$ cat src/rtl/uart_tx_arbiter_if.sv
// Bundle of requester-side and UART-side signals around the UART TX arbiter.
// The arbiter takes the slave modport; the requesters/UART model drive the master side.
interface uart_tx_arbiter_if #(
  parameter int unsigned NUM_REQ = 3
);
  logic [NUM_REQ-1:0]   req_valid;
  logic [8*NUM_REQ-1:0] req_data;
  logic [NUM_REQ-1:0]   req_last;
  logic [NUM_REQ-1:0]   req_ready;
  logic                 uart_start;
  logic [7:0]           uart_data;
  logic                 uart_busy;
  logic [1:0]           grant_id;
  logic                 locked;
  logic                 active;
  logic                 err_timeout;
  logic                 err_clear;

  modport master (
    output req_valid, req_data, req_last, uart_busy, err_clear,
    input  req_ready, uart_start, uart_data, grant_id, locked, active, err_timeout
  );

  modport slave (
    input  req_valid, req_data, req_last, uart_busy, err_clear,
    output req_ready, uart_start, uart_data, grant_id, locked, active, err_timeout
  );
endinterface

$ cat src/rtl/uart_tx_arbiter.sv
// Round-robin arbiter feeding bytes from NUM_REQ requesters into a single UART transmitter,
// with per-requester packet locking and a sticky timeout when the UART never reports busy.
module uart_tx_arbiter #(
  parameter int unsigned NUM_REQ      = 3,
  parameter int unsigned BUSY_TIMEOUT = 16
) (
  input logic              clock,
  input logic              reset,
  uart_tx_arbiter_if.slave bus
);

  localparam int unsigned CntW = $clog2(BUSY_TIMEOUT + 1);

  typedef enum logic [1:0] {
    StIdle,
    StStart,
    StWaitBusy,
    StWaitDone
  } state_e;

  state_e          state_q, state_d;
  logic [7:0]      data_q, data_d;
  logic [1:0]      grant_q, grant_d;
  logic [1:0]      rr_q, rr_d;
  logic            locked_q, locked_d;
  logic            start_q, start_d;
  logic            err_q, err_d;
  logic [CntW-1:0] cnt_q, cnt_d;

  logic            win_valid;
  logic [1:0]      win_idx;
  logic [7:0]      win_data;
  logic            win_last;
  logic            timeout;

  function automatic logic [1:0] next_idx(input logic [1:0] idx);
    return (32'(idx) + 32'd1 >= NUM_REQ) ? 2'd0 : idx + 2'd1;
  endfunction

  // Winner selection: the lock owner only, otherwise first valid at or above rr_q, then wrap.
  always_comb begin
    win_valid = 1'b0;
    win_idx   = grant_q;
    if (locked_q) begin
      for (int unsigned i = 0; i < NUM_REQ; i++) begin
        if (2'(i) == grant_q) begin
          win_valid = bus.req_valid[i];
        end
      end
    end else begin
      for (int unsigned i = 0; i < NUM_REQ; i++) begin
        if (!win_valid && bus.req_valid[i] && (2'(i) >= rr_q)) begin
          win_valid = 1'b1;
          win_idx   = 2'(i);
        end
      end
      for (int unsigned i = 0; i < NUM_REQ; i++) begin
        if (!win_valid && bus.req_valid[i]) begin
          win_valid = 1'b1;
          win_idx   = 2'(i);
        end
      end
    end
  end

  always_comb begin
    win_data = 8'h00;
    win_last = 1'b0;
    for (int unsigned i = 0; i < NUM_REQ; i++) begin
      if (2'(i) == win_idx) begin
        win_data = bus.req_data[8*i +: 8];
        win_last = bus.req_last[i];
      end
    end
  end

  // Ready is gated by reset so nothing looks accepted while the block is held in reset.
  always_comb begin
    bus.req_ready = '0;
    for (int unsigned i = 0; i < NUM_REQ; i++) begin
      if (reset && (state_q == StIdle) && win_valid && (2'(i) == win_idx)) begin
        bus.req_ready[i] = 1'b1;
      end
    end
  end

  always_comb begin
    state_d  = state_q;
    data_d   = data_q;
    grant_d  = grant_q;
    rr_d     = rr_q;
    locked_d = locked_q;
    start_d  = 1'b0;
    err_d    = err_q;
    cnt_d    = '0;
    timeout  = 1'b0;

    unique case (state_q)
      StIdle: begin
        if (win_valid) begin
          data_d  = win_data;
          grant_d = win_idx;
          start_d = 1'b1;
          state_d = StStart;
          if (win_last) begin
            locked_d = 1'b0;
            rr_d     = next_idx(win_idx);
          end else begin
            locked_d = 1'b1;
          end
        end
      end
      StStart: begin
        state_d = StWaitBusy;
      end
      StWaitBusy: begin
        if (bus.uart_busy) begin
          state_d = StWaitDone;
        end else if (cnt_q >= CntW'(BUSY_TIMEOUT - 1)) begin
          // The UART never acknowledged: drop the byte and release any lock.
          timeout  = 1'b1;
          state_d  = StIdle;
          locked_d = 1'b0;
          rr_d     = next_idx(grant_q);
        end else begin
          cnt_d = (cnt_q < CntW'(BUSY_TIMEOUT)) ? cnt_q + 1'b1 : cnt_q;
        end
      end
      StWaitDone: begin
        if (!bus.uart_busy) begin
          state_d = StIdle;
        end
      end
      default: begin
        state_d = StIdle;
      end
    endcase

    if (bus.err_clear) begin
      err_d = 1'b0;
    end else if (timeout) begin
      err_d = 1'b1;
    end
  end

  always_ff @(posedge clock or negedge reset) begin
    if (!reset) begin
      state_q  <= StIdle;
      data_q   <= 8'h00;
      grant_q  <= 2'd0;
      rr_q     <= 2'd0;
      locked_q <= 1'b0;
      start_q  <= 1'b0;
      err_q    <= 1'b0;
      cnt_q    <= '0;
    end else begin
      state_q  <= state_d;
      data_q   <= data_d;
      grant_q  <= grant_d;
      rr_q     <= rr_d;
      locked_q <= locked_d;
      start_q  <= start_d;
      err_q    <= err_d;
      cnt_q    <= cnt_d;
    end
  end

  assign bus.uart_start  = start_q;
  assign bus.uart_data   = data_q;
  assign bus.grant_id    = grant_q;
  assign bus.locked      = locked_q;
  assign bus.active      = (state_q != StIdle);
  assign bus.err_timeout = err_q;

endmodule

$ cat src/flat_wrapper.sv
// flat-port wrapper written by rule: the top's interface ports become plain ports
module uart_tx_arbiter_flat 
#(
  parameter int unsigned NUM_REQ      = 3,
  parameter int unsigned BUSY_TIMEOUT = 16
)
  (clock, reset, bus_req_valid, bus_req_data, bus_req_last, bus_uart_busy, bus_err_clear, bus_req_ready, bus_uart_start, bus_uart_data, bus_grant_id, bus_locked, bus_active, bus_err_timeout);
  uart_tx_arbiter_if #(.NUM_REQ(NUM_REQ)) bus_i ();
  input logic clock;
  input logic reset;
  input wire logic [$bits(bus_i.req_valid)-1:0] bus_req_valid;
  input wire logic [$bits(bus_i.req_data)-1:0] bus_req_data;
  input wire logic [$bits(bus_i.req_last)-1:0] bus_req_last;
  input wire logic [$bits(bus_i.uart_busy)-1:0] bus_uart_busy;
  input wire logic [$bits(bus_i.err_clear)-1:0] bus_err_clear;
  output wire logic [$bits(bus_i.req_ready)-1:0] bus_req_ready;
  output wire logic [$bits(bus_i.uart_start)-1:0] bus_uart_start;
  output wire logic [$bits(bus_i.uart_data)-1:0] bus_uart_data;
  output wire logic [$bits(bus_i.grant_id)-1:0] bus_grant_id;
  output wire logic [$bits(bus_i.locked)-1:0] bus_locked;
  output wire logic [$bits(bus_i.active)-1:0] bus_active;
  output wire logic [$bits(bus_i.err_timeout)-1:0] bus_err_timeout;
  assign bus_i.req_valid = bus_req_valid;
  assign bus_i.req_data = bus_req_data;
  assign bus_i.req_last = bus_req_last;
  assign bus_i.uart_busy = bus_uart_busy;
  assign bus_i.err_clear = bus_err_clear;
  assign bus_req_ready = bus_i.req_ready;
  assign bus_uart_start = bus_i.uart_start;
  assign bus_uart_data = bus_i.uart_data;
  assign bus_grant_id = bus_i.grant_id;
  assign bus_locked = bus_i.locked;
  assign bus_active = bus_i.active;
  assign bus_err_timeout = bus_i.err_timeout;
  uart_tx_arbiter #(.NUM_REQ(NUM_REQ), .BUSY_TIMEOUT(BUSY_TIMEOUT)) u_core (.clock(clock), .reset(reset), .bus(bus_i));
endmodule
$ cat config.mk
export PLATFORM = sky130hd
export DESIGN_NAME = uart_tx_arbiter_flat
export DESIGN_NICKNAME = d
export VERILOG_FILES = /design/src/rtl/uart_tx_arbiter_if.sv /design/src/rtl/uart_tx_arbiter.sv /design/src/flat_wrapper.sv
export SDC_FILE = /design/constraint.sdc
export NUM_CORES = 1
export LEC_CHECK = 0
export ABC_AREA = 1
export CORE_ASPECT_RATIO = 2
export CORE_MARGIN = 2
export CORE_UTILIZATION = 30
export CTS_BUF_LIST = sky130_fd_sc_hd__clkbuf_8
export CTS_CLUSTER_SIZE = 28
export DETAILED_ROUTE_END_ITERATION = 12
export PLACE_DENSITY_LB_ADDON = 0.1
export SYNTH_ARGS = -nofsm -noshare
export SYNTH_HDL_FRONTEND = slang
export SYNTH_SLANG_ARGS = --single-unit
$ cat constraint.sdc
create_clock -name clock -period 1.6 [get_ports clock]
set_input_delay 0.32 -clock clock [delete_from_list [all_inputs] [get_ports clock]]
set_output_delay 0.32 -clock clock [all_outputs]
set_load 0.03 [all_outputs]
==> summary.txt, run 1 <==
grt peak-use layer: met2
met2 GRT Util: 36.90%
worst slew pin tran: 0.3270 ns
number of synthesized register bits: 22
Final TNS setup: -4.171 ns
Crit path max-delay family: simple AND/OR/NAND/NOR gates
leak pwr: 1.217 nW
Crit. End Element: output port
fin nets: 319
max_slew headroom: 78.29%
post-synth top area share: 39.53%
initial antenna violation count: 0
Vias/cell: 4.674
Antenna Nets Post-Route: 0
FILL cells: 464
Seq/Total Area, Yosys: 39.53%
Remaining DRCs: 0
Yosys top cell by area: dfrtp_1
part of the cycle the worst path needs: 132.4%
Post-Syn Instances: 186
final cell count without fillers: 337
slowest library cell on the worst path: dfrtp_1
Worst Hold Class: reg2reg
number of diodes: 0
crit-path cells: inv_2 > buf_4 > nand2_1 > nand4_1 > nand3_2 > nand2_1 > nand3_2 > nand2_4 > inv_6 > nand2_4 > nor2_4 > buf_6
Die H: 100.4 µm
outcome: finished, violations left
RSZ-0062 raised after global routing: yes
Inserted Clock Buffers: 3
Max Slew Vio Count: 0
Synth Area per Inst: 7.487 µm²
Post-synth EDFFs: 0
top cells by area, synth: dfrtp_1 (40%), nand2_1 (15%), o21ai_1 (6.5%), inv_1 (4.9%), a21oi_1 (4.0%)
total global-route track usage: 18.54%
skew final: 0.001573 ns
largest net degree at the start of global routing: 23
Worst Path Required: 1.28 ns
Core Region: 4554 µm²
routability cong.: 0.8188
met1 Use GR: 19.47%
wire per inst: 13.10 µm
total iterations of the first detailed-routing run: 4
Final HPWL DP: 3.460 mm
first-pass GRT wire length: 7.320 mm
input/output buffers: 50
max-cap viol count: 0
die area: 5236 µm²
pwr/cell area: 1949 nW/µm²
CTS tree: built
routed wire length: 4.416 mm
critical path class: reg2out
main flop type after synthesis: dfrtp_1
Synth async-reset ratio: 100.0%
yosys warns: 0
H-tree levels: 1
clock latency on the worst-skew pair: 0.26 ns
critical path launch point type: flip-flop
met3 usage: 1.935%
failing checks: negative setup slack
Area growth, synth to finish: 78.71%
CTS Root Cell: clkbuf_8
crit path max fanout: 5
crit path time final: 2.118 ns
layout cell share with drive strength beyond 1: 37.94%
grt total ovfl: 0
via total after detailed routing: 1575
Setup WS post-layout: -0.5184 ns
Worst Path Arrival: 1.80 ns
Starting Density: 30.58%
row count: 35
Die Wd: 52.18 µm
clock-pin slew of the registers on the worst-case setup and hold paths: 0.08 ns
FMAX: 0.4721 GHz
Iteration-0 DRC Markers: 14
vias in the first global route: 1661
Commonest cells post-synth: nand2_1 (56), dfrtp_1 (22), inv_1 (18), o21ai_1 (18), nor2_1 (12)
number of instances in the placed design: 326
Clock Tree Buf Depth: 2
synth unique cells: 26
synthesized area: 1393 µm²
clock sinks: 22
WP buf/inv: 4
final hold viol count: 0
final setup fails: 16
max incr delay on CP: 0.42 ns
most common cell in the synthesized netlist: nand2_1
syn_nets: 222
IO Pins: 51
peak supply drop: 0.9695 mV
-- cells in the final DEF, fill, tap and decap left out, types with 8 or more instances in the layout --
| master | netlist | layout |
|---|---|---|
| nand2_2 | 6 | 11 |
| nand2_4 | 3 | 8 |
| clkdlybuf4s50_1 | 0 | 30 |
| buf_4 | 0 | 40 |
| nand2_1 | 56 | 46 |
| dfrtp_1 | 22 | 19 |
| a21oi_1 | 11 | 10 |
| o21ai_1 | 18 | 17 |
| dlygate4sd2_1 | 0 | 16 |
| nand3_1 | 11 | 10 |
| inv_1 | 18 | 13 |
-- worst paths after layout --
check                                         from                 endpoint  slack [ns]  cells after the start
min in group asynchronous                    reset          u_core.cnt_q[2]        0.53                      2
max reg2reg                         u_core.rr_q[1]           u_core.rr_q[1]       -0.32                     16
min                        u_core.bus.uart_data[1]  u_core.bus.uart_data[1]        0.48                      2
max in group asynchronous                    reset        u_core.bus.locked        0.83                      2
min reg2reg                u_core.bus.uart_data[1]  u_core.bus.uart_data[1]        0.48                      2
max                                 u_core.rr_q[1]         bus_req_ready[2]       -0.52                     12
-- worst min-delay path: cells and delay by family, from the launching register on --
family,cells,cell delay [ns]
flip-flops,1,0.35
AND/OR/NAND/NOR,2,0.10
-- per-layer routing --
layer  share of wire (%)  up-vias  wire, µm
met4                 2.4        0       108
li1                    -      804         -
met1                  36      723      1577
met5                   0        -         0
met2                  59       40      2584
met3                 3.3        8       146
-- through the flow --
step	utilization, %	setup WS (ns)	cell area, µm²	hold WS, ns	total power, mW
6_report	54.64	-0.5184	2489	0.4850	4.850
5_1_grt	54.64	-0.6220	2489	0.5307	5.218
4_1_cts	52.94	-0.5416	2411	0.4901	4.724
3_5_place_dp	49.12	-0.6460	2237	0.4638	3.953
3_3_place_gp	49.12	-0.6586	2237	0.4641	3.970
2_1_floorplan	-	-0.1130	1429	0.02441	2.625
-- kinds of logic (layout without fill, tap and decap cells) --
logic type / after synthesis / after routing / share of synthesized area, %
buffers and inverters: 24 / 120 / 8.535
AO/OA/AOI/OAI: 39 / 39 / 15.36
adder cells (fa/ha/maj): 2 / 2 / 1.797
AND/OR/NAND/NOR: 99 / 99 / 34.77
flip-flops: 22 / 22 / 39.53
-- state kept, by name (all words and copies together), names as in the netlist --
| name | cells |
|---|---|
| u_core.bus.err_timeout | 1 |
| u_core.bus.grant_id | 2 |
| u_core.bus.uart_data | 8 |
| u_core.bus.uart_start | 1 |
| u_core.state_q | 2 |
| u_core.rr_q | 2 |
| u_core.bus.locked | 1 |
| u_core.cnt_q | 5 |
-- final cells by class --
cell class / count / area [µm²] / area share, %
multi-input combinational: 140 / 870.8 / 34.99
timing repair buffer: 94 / 828.3 / 33.28
sequential: 22 / 554.3 / 22.27
inverter: 22 / 95.09 / 3.821
tap: 55 / 68.82 / 2.765
clock buffer: 3 / 41.29 / 1.659
clock inverter: 1 / 30.03 / 1.207
-- power breakdown --
part | internal [mW] | switching (mW) | total [mW] | leakage (nW)
Combinational | 1.49 | 1.91 | 3.40 | 0.902
Sequential | 0.771 | 0.157 | 0.928 | 0.280
Clock | 0.334 | 0.189 | 0.524 | 0.0357
-- repair_timing --
item / in CTS / in global routing
pin swaps: 9 / 10
endpoints found under the setup margin: 34 / 22
cloned: 0 / 0
buffers inserted: 7 / 2
gates resized for setup: 41 / 24
hold buffers: 0 / 0
Power figures use the tool's default switching activity.
==> run 2, diff against run 1 <==
--- a/config.mk
+++ b/config.mk
@@ -7,7 +7,6 @@
 export LEC_CHECK = 0
 export ABC_AREA = 1
 export CORE_ASPECT_RATIO = 2
-export CORE_MARGIN = 2
 export CORE_UTILIZATION = 30
 export CTS_BUF_LIST = sky130_fd_sc_hd__clkbuf_8
 export CTS_CLUSTER_SIZE = 28
==> run 2 against run 1 <==
Compared with the run above: the run still ends with negative setup slack left; sequential share of layout area decreased by 1.2 points; wire length increased by 6.6%; clock skew about the same; critical path depth decreased by 2; combinational power increased by 14%; critical path type unchanged; critical endpoint unchanged; highest routed layer unchanged.
==> summary.txt, run 2 (synthesized netlist as in run 1, its figures left out) <==
outcome: finished, violations left
failing checks: negative setup slack
Vias/cell: 4.645 (-0.60%)
Final HPWL DP: 3.466 mm (+0.16%)
via total after detailed routing: 1598 (+1.5%)
pwr/cell area: 2022 nW/µm² (+3.7%)
Worst Path Required: 1.28 ns (about the same)
RSZ-0062 raised after global routing: yes
clock latency on the worst-skew pair: 0.26 ns (about the same)
wire per inst: 13.69 µm (+4.5%)
Iteration-0 DRC Markers: 7 (-7)
critical path class: reg2out
number of instances in the placed design: 325 (-0.31%)
routed wire length: 4.709 mm (+6.6%)
commonest non-fill, non-tap cell in the layout: nand2_1
CTS Root Cell: clkbuf_8
crit path time final: 2.080 ns (-0.03853 ns)
r2r setup slk: -0.35 ns (-0.03 ns)
initial antenna violation count: 0 (unchanged)
layout cell share with drive strength beyond 1: 43.10% (+5.2 points)
grt total ovfl: 0 (unchanged)
Min-Delay Path Depth: 2 (unchanged)
clock-pin slew of the registers on the worst-case setup and hold paths: 0.08 ns (about the same)
Storage cell area: 556.8 µm² (+0.45%)
commonest non-fill, non-tap cells in the layout: nand2_1 (44), buf_4 (43), clkdlybuf4s50_1 (30)
Starting Density: 31.78% (+1.2 points)
Clock Tree Buf Depth: 2 (unchanged)
vias in the first global route: 1676 (+0.90%)
IO Pins: 51 (unchanged)
worst slew pin tran: 0.3242 ns (-0.002772 ns)
total global-route track usage: 20.45% (+1.9 points)
R2R Path Start: u_core.rr_q[1]
Antenna Nets Post-Route: 0 (unchanged)
Die H: 98.35 µm (-2.0%)
crit path max fanout: 4 (-1)
Die Wd: 50.18 µm (-3.8%)
Inserted Clock Buffers: 3 (unchanged)
Crit. End Element: output port
final cell count without fillers: 344 (+2.1%)
largest net degree at the start of global routing: 23 (unchanged)
clock sinks: 22 (unchanged)
final setup fails: 17 (+1)
max_slew headroom: 78.47% (+0.18 points)
max reg flops: 8 (unchanged)
H-tree levels: 1 (unchanged)
number of diodes: 0 (unchanged)
Setup WS post-layout: -0.4798 ns (+0.03853 ns)
Worst Hold Class: reg2reg
Remaining DRCs: 0 (unchanged)
total iterations of the first detailed-routing run: 4 (unchanged)
row count: 34 (-2.9%)
worst slack, placed: -0.6649 ns (-0.01894 ns)
max-cap viol count: 0 (unchanged)
first-pass GRT wire length: 7.603 mm (+3.9%)
fin nets: 327 (+2.5%)
skew final: 0.002037 ns (+0.0004638 ns)
part of the cycle the worst path needs: 130.0% (-2.4 points)
peak supply drop: 1.494 mV (+54%)
Post-CTS Hold Fix Bufs: 0 (unchanged)
Area growth, synth to finish: 89.94%
leak pwr: 1.283 nW (+5.4%)
input/output buffers: 50 (unchanged)
Worst Path Arrival: 1.76 ns (-0.04 ns)
Max Slew Vio Count: 0 (unchanged)
FF-to-FF End: u_core.rr_q[0]
FILL cells: 415 (-11%)
Core Region: 4382 µm² (-3.8%)
FMAX: 0.4808 GHz (+1.9%)
r2r worst-path depth: 15 (-1)
final hold viol count: 0 (unchanged)
die area: 4935 µm² (-5.7%)
routability cong.: 0.9112 (+11%)
CTS tree: built
end of the worst hold path: u_core.bus.uart_data[6]
hold path startpoint: u_core.bus.uart_data[6]
critical path launch point type: flip-flop
area of the multi-input gates: 912.1 µm² (+4.7%)
## run 2: power breakdown
part | internal (mW) | switching, mW | leakage, nW
registers | 0.775 | 0.169 | 0.277
logic | 1.80 | 2.08 | 0.970
clock network | 0.334 | 0.196 | 0.0357
total | 2.91 | 2.44 | 1.28
## run 2: final cells by class
class	count	share of cell area [%]
Clock buffer	3	1.561
Clock inverter	1	1.135
Inverter	22	3.879
Multi-Input combinational cell	140	34.48
Sequential cell	22	21.05
Tap cell	54	2.554
Timing Repair Buffer	102	35.34
## run 2: what timing repair did
action / in CTS / in global routing
pin swaps: 18 / 24
cloned: 1 / 0
resized for setup: 58 / 21
buffers inserted: 9 / 6
setup endpoints to repair: 34 / 24
## run 2: through the flow
stage	instance area [µm²]	setup TNS (ns)	total power [mW]	utilization (%)	hold WS, ns
after global routing	2645	-6.868	5.726	60.37	0.5019
after CTS	2531	-4.113	5.102	57.77	0.4840
final	2645	-4.539	5.347	60.37	0.4841
after floorplan	1429	-0.3456	2.625	-	0.02441
after global placement	2246	-9.373	4.000	51.26	0.4633
after detailed placement	2246	-9.419	4.005	51.26	0.4686
## run 2: how the worst max path moves through the flow
| stage | from | to | slack, ns | cells after the start |
|---|---|---|---|---|
| CTS | u_core.rr_q[1] | bus_req_ready[0] | -0.47 | 11 |
| global placement | bus_req_valid[1] | bus_req_ready[0] | -0.67 | 8 |
| global route | u_core.rr_q[1] | bus_req_ready[2] | -0.57 | 10 |
| floorplan | u_core.bus.grant_id[1] | bus_req_ready[0] | -0.11 | 7 |
| finish | u_core.rr_q[1] | bus_req_ready[2] | -0.48 | 10 |
| detailed placement | bus_req_valid[1] | bus_req_ready[0] | -0.66 | 8 |
## run 2: worst max-delay path, cell delays in order (launching register included)
cell and delay (ns):
dfrtp_2 0.46, buf_4 0.15, buf_4 0.13, o2111ai_2 0.08, nand2_1 0.10, nand3_2 0.10
nand2_4 0.09, inv_6 0.09, nand2_4 0.06, nor2_4 0.10, buf_6 0.13
## run 2: metal layers
metal / track usage [%] / vias up / share of wire (%)
met5: 0 / - / 0
met4: 7.473 / 0 / 1.1
met3: 1.869 / 4 / 3.1
met2: 41.23 / 41 / 62
met1: 19.86 / 737 / 34
li1: - / 816 / -
